File: config.mk
export PLATFORM = sky130hd
export DESIGN_NAME = sync_filt
export DESIGN_NICKNAME = d
export VERILOG_FILES = /design/src/rtl/sync_filt.sv
export SDC_FILE = /design/constraint.sdc
export NUM_CORES = 1
export LEC_CHECK = 0
export BUFFER_PORTS_ARGS = -buffer_cell sky130_fd_sc_hd__buf_2
export CORE_MARGIN = 10
export CORE_UTILIZATION = 45
export CTS_CLUSTER_SIZE = 28
export DETAILED_ROUTE_END_ITERATION = 10
export PLACE_DENSITY = 0.77
export SLEW_MARGIN = 20
export SYNTH_ARGS = -nofsm -noshare
export SYNTH_HDL_FRONTEND = slang
export SYNTH_SLANG_ARGS = --single-unit
File: constraint.sdc
create_clock -name clk -period 3.1 [get_ports clk]
set_input_delay 0.31 -clock clk [delete_from_list [all_inputs] [get_ports clk]]
set_output_delay 0.31 -clock clk [all_outputs]
set_load 0.05 [all_outputs]
File: src/rtl/sync_filt.sv
// Multi-channel input conditioner: N-flop synchronizer, consecutive-sample deglitch filter,
// registered rise/fall pulses. Optional sticky event flags when SYNC_FILT_STICKY_EN is defined.
module sync_filt #(
  parameter int               P_NCH    = 8,
  parameter int               P_NFF    = 2,
  parameter int               P_NFILT  = 4,
  parameter logic [P_NCH-1:0] P_DEFVAL = {P_NCH{1'b0}}
) (
  input  logic             clk,
  input  logic             rst_n,
  input  logic [P_NCH-1:0] a,
  output logic [P_NCH-1:0] y,
  output logic [P_NCH-1:0] rise,
  output logic [P_NCH-1:0] fall
`ifdef SYNC_FILT_STICKY_EN
  ,
  input  logic [P_NCH-1:0] clr,
  output logic [P_NCH-1:0] sticky
`endif
);

  localparam int NFF   = (P_NFF < 2) ? 2 : P_NFF;
  localparam int NFILT = (P_NFILT < 1) ? 1 : P_NFILT;
  localparam int CW    = $clog2(NFILT + 1);

  (* ASYNC_REG = "TRUE" *) logic [NFF-1:0][P_NCH-1:0] sync_r;

  logic [P_NCH-1:0]         s_s;
  logic [P_NCH-1:0][CW-1:0] cnt_r;
  logic [P_NCH-1:0][CW-1:0] cnt_nxt_s;
  logic [P_NCH-1:0]         upd_s;
  logic [P_NCH-1:0]         y_r;
  logic [P_NCH-1:0]         rise_r;
  logic [P_NCH-1:0]         fall_r;

  assign s_s = sync_r[NFF-1];

  // Synchronizer shift chain, stage 0 samples the raw inputs.
  always_ff @(posedge clk or negedge rst_n) begin
    if (!rst_n) begin
      sync_r <= {NFF{P_DEFVAL}};
    end else begin
      sync_r <= {sync_r[NFF-2:0], a};
    end
  end

  // Per-channel run counter; a matching sample restarts the run.
  always_comb begin
    cnt_nxt_s = '0;
    upd_s     = '0;
    for (int i = 0; i < P_NCH; i++) begin
      if (s_s[i] == y_r[i]) begin
        cnt_nxt_s[i] = '0;
      end else if (cnt_r[i] == CW'(NFILT - 1)) begin
        upd_s[i]     = 1'b1;
        cnt_nxt_s[i] = '0;
      end else begin
        cnt_nxt_s[i] = cnt_r[i] + CW'(1);
      end
    end
  end

  // Filter state and edge pulses, all updated on the same edge.
  always_ff @(posedge clk or negedge rst_n) begin
    if (!rst_n) begin
      cnt_r  <= '0;
      y_r    <= P_DEFVAL;
      rise_r <= '0;
      fall_r <= '0;
    end else begin
      cnt_r  <= cnt_nxt_s;
      y_r    <= y_r ^ upd_s;
      rise_r <= ~y_r & s_s & upd_s;
      fall_r <= y_r & ~s_s & upd_s;
    end
  end

  assign y    = y_r;
  assign rise = rise_r;
  assign fall = fall_r;

`ifdef SYNC_FILT_STICKY_EN
  logic [P_NCH-1:0] sticky_r;

  // Event latch: a pulse seen this cycle overrides a clear on the same edge.
  always_ff @(posedge clk or negedge rst_n) begin
    if (!rst_n) begin
      sticky_r <= '0;
    end else begin
      sticky_r <= (sticky_r & ~clr) | rise_r | fall_r;
    end
  end

  assign sticky = sticky_r;
`endif

endmodule

# == Word level (Yosys, flattened, before mapping) ==
# Cells that the tools add are included.
# op_classes
add_sub_neg,8
eq_ne,16
mux,32
n_bitwise,7
# op_table
operator,n
3-bit two-way mux,16
8-bit bitwise AND,4
"3-bit by 1-bit adder with 3-bit output, second input constant",8
"3-bit by 2-bit == test with 1-bit output, second input constant",8
1-bit two-way mux,16
8-bit inverter,2
1-bit == test,8
8-bit bitwise XOR,1
# totals
ff_bits,64
input_bits,10
wordCells,76

# == Logic depth before layout (Yosys ltp) ==
# logic_depth
depth_word,4
mapped_depth,3
ltp_nobuf,3

# == Worst setup path before layout ==
# No wires, ideal clock.
# synth_timing
kind,reg-to-reg
startpoint,register with a tool-made name
endpoint,"register rise_r[6], in the netlist rise[6]"
arrival_time_ps,1236
slack_ps,1744
stages_incl_launch_ff,4
n_path_buf,0
synth_period_minus_slack_ps,1356
cell_sequence,dfrtp_1 inv_1 ha_1 and3b_1
# synth_rtl
element,line_no,source
end signal: assignment,73,rise_r <= ~y_r & s_s & upd_s;
end: declaration,33,logic [P_NCH-1:0] rise_r;

==> flow_summary_export.csv <==
group,metric,value,unit
setup_path,critPathRequiredTime,2.79,ns
synth,yosys-top-cells-area,"dfrtp_1, ha_1, nor2b_4, nor3b_1, mux2i_1",
die,start_util,47.0,%
global_routing,track_usage,9.45,%
finish,fin_util,56.4,%
clocking,cts_tree,"done",
global_routing,antenna_found_initial,0,
finish,diodes,0,
clocking,clk_pin_slew_worst_paths,0.06,ns
placement,postPlaceCellArea,0.00270,mm²
finish,design_area,0.00292,mm²
setup_path,rr_endpoint,"cnt_r[3]",
global_routing,grt_pass1_wl,6350,µm
synth,syn_nets,194,
detailed_routing,detail-route-antenna-nets,0,
die,io_pins,34,
setup_path,reg2reg_setup_slack,2.00,ns
detailed_routing,vias,1274,
clocking,cts-hold-fix-buffers,0,
clocking,cts_resized,0,
global_routing,grt_max_degree,34,
synth,yosysWarnings,0,
sta,min_period_over_period,41.9,%
global_routing,grt_pass1_vias,1447,
finish,final_common_cell,"dfrtp_1",
sta,layout_min_cycle_time,1.30,ns
clocking,clock_path_buffers,2,
placement,portBuffers,33,
placement,hpwl,2690,µm
sta,hold_viol,0,
hold_path,hold_class,"input pin to async pin",
finish,area_growth,19.8,%
sta,finalSetupViolCount,0,
sta,fin_tns_setup,0,ns
detailed_routing,drc_errors,0,
setup_path,endpoint_kind,"primary output",
setup_path,critical_path.cell_chain,"buf_2",
sta,fmax,770,MHz
clocking,cts_root_buf,"clkbuf_8",
detailed_routing,first_pass_iters,2,
die,core-area,0.00517,mm²
die,die-area,0.00875,mm²
die,num_rows,26,
setup_path,worst-path-buf-inv,1,
setup_path,critPathLaunchType,"flop",
die,die_w,93.5,µm
clocking,cts.sinks,64,
job,maxCapViolCount,0,
setup_path,cp_max_fo,3,
synth,ys_seq_area_share,65.8,%
clocking,clk_latency,0.33,ns
die,chipHeight,93.5,µm
sta,fin_skew,0.00678,ns
setup_path,slowest_delay,0.38,ns
setup_path,crit_family,"flip-flops",
pwr,p_total,2.56,mW
placement,gp_congestion,0.703,
finish,nets,240,
sta,worstMarginPinSlew,0.681,ns
clocking,htreeDepth,3,
finish,drive_above_1_share,28.4,%
setup_path,r2r_cells,3,
detailed_routing,drt_iter0_drc,19,
sta,hold_ws,0.0145,ns
finish,final_cell_mix,"dfrtp_1, buf_2, ha_1, inv_1, nor3b_1",
detailed_routing,viasPerCell,4.53,
setup_path,path_class,"flop to primary output",
setup_path,arrival,0.99,ns
synth,synth_area_leader_cell,"dfrtp_1",
synth,syn_area,0.00243,mm²
synth,yosysUniqueCellTypes,11,
run_status,outcome,"finished clean",
detailed_routing,totalWireLength,3570,µm
synth,syn_inst,160,
synth,synth_top_cell_area_share,65.8,%
synth,ys_ff_latch,64,
sta,maxSlewViolCount,0,
setup_path,cpMaxStageDelayCell,"dfrtp_1",
detailed_routing,avgRoutedWirePerCell,12.7,µm
sta,rsz0062_at_grt,"false",
clocking,cts_made_buffers,9,
pwr,power_density,877,mW/mm²
pwr,leakage,1.55,nW
synth,synth_area_per_cell,15.2,µm²
pwr,worst_ir_drop_vdd,0.571,mV
clocking,post-cts-setup-buffer-count,0,
sta,relSlewSlack,54.6,%
global_routing,overflow,0,
[cell usage after synthesis]
master,number
nor2b_1,3
ha_1,24
mux2i_1,8
and3b_1,8
nor3_1,8
nor2b_4,8
nor3b_1,13
and2_2,4
inv_1,16
dfrtp_1,64
and2_1,4
[per-stage QoR]
stage | worst slack, ns | std cells
2_1_floorplan | 1.74 | 160
6_report | 1.80 | 281
3_5_place_dp | 1.97 | 265
4_1_cts | 1.77 | 281
5_1_grt | 1.72 | 281
3_3_place_gp | 2.00 | 265
[worst max-delay path by stage]
stage	from	endpoint	slack, ns	depth (start not counted)
finish	flop	y[4]	1.80	1
global route	flop	y[5]	1.72	1
CTS	flop	y[4]	1.77	1
detailed placement	rst_n	async pin	1.97	2
global placement	rst_n	sync_r[6]	2.00	2
floorplan	flop	rise[6]	1.74	3
[metal layers]
| layer | routed length [µm] | up-vias | track usage [%] | share of wire [%] |
|---|---|---|---|---|
| li1 | - | 616 | - | - |
| met4 | 44 | 0 | 3.04 | 1.2 |
| met5 | 0 | - | 0 | 0 |
| met3 | 316 | 6 | 6.63 | 8.9 |
| met2 | 1710 | 31 | 15.4 | 48 |
| met1 | 1490 | 621 | 9.40 | 42 |
[power breakdown]
part,internal [mW],leakage [nW],switching [mW]
clock,0.474,0.108,0.281
combinational,0.254,0.622,0.468
sequential,0.993,0.824,0.0861
[area by class of cell]
class                   instances  area, µm²
clock buffers                  13        149
clock inverters                 3       65.1
fillers                       410       2260
inverters                      16       60.1
multi-input cells              80        772
flip-flops and latches         64       1600
well taps                      70       87.6
repair buffers                 35        180
[cells by family (layout without fill, tap and decap cells)]
kind of cell  after synthesis  in the layout  synth area share, %
flops                      64             64                 65.8
fa+ha+maj                  24             24                 12.3
buf+inv                    16             67                 2.47
simple gates               48             48                 16.1
mux                         8              8                 3.29
No activity file was read; power rests on OpenSTA's default activity.
